===== src/rtl/aes_dec_scheduler.sv =====
// Job scheduler that sits in front of an AES decryptor. It holds the 11-entry
// round-key table, sequences reset and enable for each job, and returns the plaintext.
module aes_dec_scheduler #(
  parameter int RST_CYCLES     = 2,
  parameter int TIMEOUT_CYCLES = 2048
) (
  input  logic         Clk,
  input  logic         Rst,
  input  logic         KeyWe,
  input  logic [3:0]   KeyAddr,
  input  logic [127:0] KeyData,
  output logic         KeysLoaded,
  input  logic         InValid,
  input  logic [127:0] InCT,
  output logic         InReady,
  output logic         OutValid,
  output logic [127:0] OutPT,
  input  logic         OutReady,
  output logic         Err,
  output logic         Busy,
  output logic         DecRst,
  output logic         DecEn,
  output logic [127:0] DecCT,
  input  logic [3:0]   DecSelKey,
  output logic [127:0] DecKey,
  input  logic         DecRy,
  input  logic [127:0] DecPT
);

  localparam int RCW = $clog2(RST_CYCLES + 1);
  localparam int TCW = $clog2(TIMEOUT_CYCLES + 1);
  localparam logic [RCW-1:0] RST_LAST = RCW'(RST_CYCLES - 1);
  localparam logic [TCW-1:0] RUN_LAST = TCW'(TIMEOUT_CYCLES - 1);

  typedef enum logic [1:0] {IDLE, RSTD, RUN, DONE} state_t;

  state_t         state_r, next_s;
  logic [RCW-1:0] rst_cnt_r;
  logic [TCW-1:0] run_cnt_r;
  logic [10:0]    key_mask_r;
  logic [127:0]   key_tbl_r [0:10];
  logic [127:0]   ct_r, pt_r, dec_key_s;
  logic           out_valid_r, err_r;
  logic           in_ready_s, accept_s, key_wr_s;

  assign KeysLoaded = &key_mask_r;
  assign in_ready_s = (state_r == IDLE) & KeysLoaded & ~out_valid_r;
  assign accept_s   = InValid & in_ready_s;
  // A write in the accept cycle still lands: the state is still IDLE.
  assign key_wr_s   = KeyWe & (KeyAddr <= 4'd10) & (state_r == IDLE);

  assign InReady  = in_ready_s;
  assign OutValid = out_valid_r;
  assign OutPT    = pt_r;
  assign Err      = err_r;
  assign Busy     = (state_r != IDLE);
  assign DecRst   = (state_r == RSTD);
  assign DecEn    = (state_r == RUN);
  assign DecCT    = ct_r;
  assign DecKey   = dec_key_s;

  // Round-key lookup for the decryptor; out-of-range indices fall back to key 0
  always_comb begin
    dec_key_s = key_tbl_r[0];
    if (DecSelKey <= 4'd10) begin
      dec_key_s = key_tbl_r[DecSelKey];
    end else begin
      dec_key_s = key_tbl_r[0];
    end
  end

  // Next-state logic of the job sequencer
  always_comb begin
    next_s = state_r;
    case (state_r)
      IDLE: if (accept_s) next_s = RSTD; else next_s = IDLE;
      RSTD: if (rst_cnt_r == RST_LAST) next_s = RUN; else next_s = RSTD;
      RUN: begin
        if (DecRy) begin
          next_s = DONE;
        end else if (run_cnt_r == RUN_LAST) begin
          next_s = IDLE;
        end else begin
          next_s = RUN;
        end
      end
      DONE: if (out_valid_r & OutReady) next_s = IDLE; else next_s = DONE;
      default: next_s = IDLE;
    endcase
  end

  // Key table storage; contents deliberately survive Rst, only the mask is cleared
  always_ff @(posedge Clk) begin
    if (key_wr_s) begin
      key_tbl_r[KeyAddr] <= KeyData;
    end
  end

  // State, counters, key mask and registered job/result data
  always_ff @(posedge Clk) begin
    if (Rst) begin
      state_r     <= IDLE;
      rst_cnt_r   <= '0;
      run_cnt_r   <= '0;
      key_mask_r  <= 11'd0;
      ct_r        <= 128'd0;
      pt_r        <= 128'd0;
      out_valid_r <= 1'b0;
      err_r       <= 1'b0;
    end else begin
      state_r <= next_s;
      err_r   <= 1'b0;
      if (key_wr_s) begin
        key_mask_r[KeyAddr] <= 1'b1;
      end
      case (state_r)
        IDLE: begin
          rst_cnt_r <= '0;
          run_cnt_r <= '0;
          if (accept_s) begin
            ct_r <= InCT;
          end
        end
        RSTD: begin
          rst_cnt_r <= rst_cnt_r + RCW'(1);
          run_cnt_r <= '0;
        end
        RUN: begin
          if (DecRy) begin
            pt_r        <= DecPT;
            out_valid_r <= 1'b1;
          end else if (run_cnt_r == RUN_LAST) begin
            err_r <= 1'b1;
          end else begin
            run_cnt_r <= run_cnt_r + TCW'(1);
          end
        end
        DONE: begin
          if (OutReady) begin
            out_valid_r <= 1'b0;
          end
        end
        default: begin
          rst_cnt_r <= '0;
          run_cnt_r <= '0;
        end
      endcase
    end
  end

endmodule

===== config.mk =====
export PLATFORM = sky130hd
export DESIGN_NAME = aes_dec_scheduler
export DESIGN_NICKNAME = d
export VERILOG_FILES = /design/src/rtl/aes_dec_scheduler.sv
export SDC_FILE = /design/constraint.sdc
export NUM_CORES = 2
export LEC_CHECK = 0
export BUFFER_PORTS_ARGS = -buffer_cell sky130_fd_sc_hd__buf_4
export CELL_PAD_IN_SITES_DETAIL_PLACEMENT = 1
export CELL_PAD_IN_SITES_GLOBAL_PLACEMENT = 1
export CORE_MARGIN = 5
export CORE_UTILIZATION = 25
export DETAILED_ROUTE_END_ITERATION = 12
export PLACE_DENSITY_LB_ADDON = 0.1
export SLEW_MARGIN = 20
export SYNTH_ARGS = -nofsm -noshare
export SYNTH_HDL_FRONTEND = slang
export SYNTH_SLANG_ARGS = --single-unit

===== constraint.sdc =====
create_clock -name Clk -period 20.2 [get_ports Clk]
set_input_delay 3.03 -clock Clk [delete_from_list [all_inputs] [get_ports Clk]]
set_output_delay 3.03 -clock Clk [all_outputs]
set_load 0.03 [all_outputs]

* Word level (Yosys, flattened, before mapping)
Memory sizes are Yosys's and may differ from the RTL's. Index checks and enable logic that the tools add are counted.
Storage, ports and cells: bits in registers 285, bits in writable memories 1408, bits of input ports 398, logic and storage cells 65, memories 1
Memory list:
- key_tbl_r | depth 11, width 128, rd ports 2, clocked after memory_dff 0, write ports 1, line 41 | logic [127:0] key_tbl_r [0:10];
Operators by class: $add $sub $neg 2, $lt $le $gt $ge 4, equal/unequal tests 9, muxes and demuxes 19, bitwise logic cells 9, reduce and logical (&&, ||, !) cells 13
Operators with widths (number):
- $mux W128 | 1
- $mux W12 | 2
- $pmux W12 S2 | 1
- $add A12 B1 Y12 const B | 1
- $eq A12 B11 Y1 const B | 1
- $or A11 B11 Y11 | 1
- $reduce_and A11 Y1 | 1
- $le A4 B4 Y1 const B | 2
- $mux W2 | 4
- $pmux W2 S4 | 1
- $reduce_bool A2 Y1 | 4
- $mux W1 | 7
- $and A1 B1 Y1 | 6
- $ne A2 B2 Y1 const B | 3
- $reduce_and A3 Y1 | 2
- $lt A4 B5 Y1 const B | 1
- $demux W1 S4 | 1
- $eq A2 B1 Y1 const B | 2
- $eq A2 B2 Y1 const B | 2
- $ge A4 B1 Y1 const B | 1
- $pmux W2 S2 | 1
- $reduce_and A2 Y1 | 2
- $reduce_or A3 Y1 | 1
- $add A2 B1 Y2 const B | 1
- 6 further kinds | 7

* Depth between registers and ports, before layout
depth in word-level cells 6, mapped depth 8

* Least setup slack after synthesis
OpenSTA, ideal clock, no wires.
kind input -> register, start point input port KeyAddr[1], end point memory key_tbl_r[1][0], enable pin, arrival 15561 ps, slack 3692 ps, stages on the path 2, buffers on the path 0, cells stage by stage or3_1 -> nor4_1
On the way: cells in the longest elaborated chain, start to end 5
RTL lines:
- start, declared | line 10 | input logic [3:0] KeyAddr,
- $le A4 B4 Y1 | line 50 | assign key_wr_s = KeyWe & (KeyAddr <= 4'd10) & (state_r == IDLE);
- $and A1 B1 Y1 (2 in a row) | line 50
- $mux W1 | line 94 | if (key_wr_s) begin
- $mux W1 (not written as such) | line 95 | key_tbl_r[KeyAddr] <= KeyData;
- end, declared | line 41
Several ways; a longest one is shown, not always the timed one.

* Worst setup path in the final report
start point input port DecSelKey[0], end point output port DecKey[67]
On the way: cells in the longest elaborated chain, start to end 2, elaborated cells between the ends (all ways) 3, those cells by class order compare (1); mux (1); memory (1)
RTL lines:
- start, declared | line 24 | input logic [3:0] DecSelKey,
- $mem_v2 Z11 W128 / $le A4 B4 Y1 (equally long branches)
- $mux W128 (*) | line 65 | if (DecSelKey <= 4'd10) begin
- end, declared | line 25 | output logic [127:0] DecKey,
Mark *: on every way between the ends. The rest lies on a longest branch, timed or not.

==> impl_metrics.py <==
metrics = {
    "clock_tree": {
        "clkSinkCount": 1693,
        "cts_inserted_buffers": 200,
        "cts-root-buf": "clkbuf_16",
        "clk_latency_ps": 830,
        "h-tree-depth": 4,
        "post_cts_buffers": 0,
        "clock_path_buffers": 3,
        "cts_resized": 0,
        "clk_pin_slew_ps": 60,
        "cts_tree": "done",
        "hold_buffers": 0,
    },
    "global_routing": {
        "grt_pass1_vias": 40011,
        "grt-ovfl-total": 0,
        "antenna_found_initial": 75,
        "grt_max_degree": 92,
        "grt_pass1_wl_um": 323000,
        "grt_usage": 0.171,
    },
    "route": {
        "first_pass_iters": 6,
        "routed_wl_um": 233000,
        "via_per_inst": 4.59,
        "vias": 37863,
        "drtIter0Drc": 2206,
        "ant_nets": 0,
        "route.detailed.drc": 0,
        "wl_per_cell_um": 28.2,
    },
    "sta": {
        "final_hold_viol_count": 0,
        "setup-violations-final": 0,
        "fin_skew_ps": 73.6,
        "slew_headroom": 0.266,
        "rsz0062_at_grt": "no",
        "finalCritPeriodShare": 0.494,
        "max_freq_mhz": 100,
        "finalCriticalPeriod_ps": 9970,
        "finalMaxSlewViolations": 0,
        "tightest_slew_ps": 1100,
        "tns_ps": 0,
        "worst_slack_ps": 10230,
    },
    "yosys": {
        "yosys.area.top_type_share": 0.663,
        "synthSimpleGateAreaFrac": 0.0687,
        "async_flop_share": 0,
        "synth_top_family_by_area": "multiplexers",
        "avgSynthCellArea_um2": 16.4,
        "synth_flop_cell": "edfxtp_1",
        "synth-adder-area-share": 0.000393,
        "synthXorXnorAreaFrac": 0,
        "ys_seq_area_frac": 0.753,
        "yosysWarnings": 0,
        "synth_top_area_cell": "edfxtp_1",
        "syn_nets": 4290,
        "synth_area_um2": 63800,
        "synth_edf_count": 1408,
        "ys_top_cells_by_area": "edfxtp_1, mux4_2, dfxtp_1, nand2_1, a21oi_1",
        "synth_mux_area_frac": 0.111,
        "synth_compound_area_frac": 0.0477,
        "ys_seq_elements": 1693,
        "postSynthCellCount": 3890,
        "synth_cell_types": 56,
    },
    "floorplan": {
        "dieArea_um2": 265000,
        "die_x_um": 515,
        "fp.dieH_um": 515,
        "num_rows": 185,
        "initial_utilization": 0.251,
        "pin_count": 789,
        "core_area_um2": 254000,
    },
    "cells_and_area": {
        "final_common_cell": "edfxtp_1",
        "seq_area_um2": 48000,
        "multi_input_area_um2": 14700,
        "final_cells": 8251,
        "final_nets": 5105,
        "post-route-util": 0.314,
        "finalInstanceArea_um2": 79900,
        "area_growth_pct": 25.3,
        "drive_gt1_frac": 0.290,
        "n_fill_cell": 26413,
        "layout_common_cells": "edfxtp_1, buf_4, nand2_1, dfxtp_1, a21oi_1",
    },
    "critical_path": {
        "arrival_ps": 6940,
        "cp-start-kind": "input port",
        "endpoint_kind": "output pin",
        "slowest_delay_ps": 850,
        "crit-reg2reg-launch": "state_r[0]$_SDFF_PP0_",
        "cp_max_fo": 88,
        "cpMostUsedCell": "buf_4",
        "slowest_stage": "buf_4",
        "crit_required_ps": 17170,
        "critPathKind": "input port to output pin",
        "ff2ff_path_depth": 5,
        "r2r_end": "key_tbl_r[0][44]$_DFFE_PP_",
        "rrSetupSlack_ps": 16130,
        "crit_chain": "buf_8, buf_4, buf_12, buf_4, mux2i_1, nand2_1, o221ai_1, nor3_1, buf_4",
    },
    "power_and_ir_drop": {
        "ir_drop_mv": 0.0696,
        "p_leak_nw": 26.9,
        "swShare": 0.229,
        "power_density_nw_per_um2": 98.3,
        "p_comb_frac": 0.061,
        "p_seq_frac": 0.489,
        "switchingPower_mw": 1.80,
        "power_frac_clock": 0.450,
        "p_int_mw": 6.05,
    },
    "worst_hold_path": {
        "min-delay-start": "OutPT[11]$_SDFFE_PP0P_",
        "hp-class": "register to register",
        "whs_endpoint": "OutPT[11]$_SDFFE_PP0P_",
        "hold_depth": 2,
    },
    "placement": {
        "numPortBuffers": 788,
        "hpwl_um": 142000,
        "dp_worst_setup_slack_ps": 10100,
        "gp_congestion": 0.821,
        "dp.cells": 7869,
        "post_dp_cell_area_um2": 73400,
    },
    "run_status": {
        "status": "finished, final reports clean",
    },
    "run": {
        "maxCapViolations": 0,
    },
}
## layout make-up
class,instances,area share
Tap cell,3366,0.0527
Clock inverter,88,0.0115
Clock buffer,282,0.0688
Multi-Input combinational cell,1954,0.184
Sequential cell,1693,0.601
Antenna cell,12,0.000376
Timing Repair Buffer,853,0.0818
Inverter,3,0.000141
## metal layers
layer / vias up / part of all wire / GRT usage
met3: 377 / 0.070 / 0.0526
met2: 979 / 0.51 / 0.305
met4: 66 / 0.026 / 0.0464
met1: 19809 / 0.39 / 0.198
met5: - / 0.0020 / 0
li1: 16632 / - / -
## synthesized netlist by cell type, types with 6 or more instances
library cell	number
or3_1	6
nor3_1	72
o221ai_1	69
edfxtp_1	1408
buf_2	69
clkbuf_1	107
buf_4	33
and2_1	7
a222oi_1	59
nand2_1	776
mux2i_1	129
nor2b_1	6
mux4_2	256
o21ai_0	64
nor2_1	169
buf_6	17
nor3b_1	6
dfxtp_1	285
buf_1	13
a21oi_1	276
## worst max-delay path: cells and delay by family
| kind | cells | cell delay [ps] |
|---|---|---|
| AND/OR/NAND/NOR | 2 | 560 |
| buffers and inverters | 5 | 2620 |
| multiplexers | 1 | 170 |
| AO/OA/AOI/OAI | 1 | 110 |
## kinds of logic after synthesis
kind of cell	Yosys count
muxes	386
and+or+nand+nor	1081
buffers and inverters	243
adders and majority gates	2
DFF	1693
AOI/OAI and AO/OA	485
## worst max-delay path by stage
stage          slack, ps    startpoint  depth (start not counted)                        end
4_1_cts            10080  DecSelKey[0]                          9                 DecKey[67]
6_report           10230  DecSelKey[0]                          9                 DecKey[67]
2_1_floorplan       3690    KeyAddr[1]                          2  key_tbl_r[1][0]$_DFFE_PP_
5_1_grt             9840  DecSelKey[0]                          9                 DecKey[67]
3_3_place_gp       10050  DecSelKey[0]                          8                 DecKey[67]
3_5_place_dp       10100  DecSelKey[0]                          8                 DecKey[67]
## power by group through the flow
stage | Combinational, mW | Sequential (mW) | Clock [mW]
after floorplan | 0.239 | 3.92 | 0
after global placement | 0.493 | 3.91 | 0
after detailed placement | 0.495 | 3.91 | 0
after CTS | 0.496 | 3.84 | 3.66
final | 0.476 | 3.84 | 3.53
after global routing | 0.515 | 3.84 | 3.82
## metrics by stage
step,total power [mW],hold WS (ps)
floorplan,4.15,429
global placement,4.40,442
detailed placement,4.41,449
CTS,8.00,457
global route,8.17,472
finish,7.85,456
## state kept, by name, summed over array words and instances, names as in the netlist
register and flops:
key_mask_r 11, state_r 2, OutPT 128, DecCT 128, Err 1, key_tbl_r 1408
run_cnt_r 12, rst_cnt_r 2, OutValid 1
No activity file was read; power rests on OpenSTA's default activity.
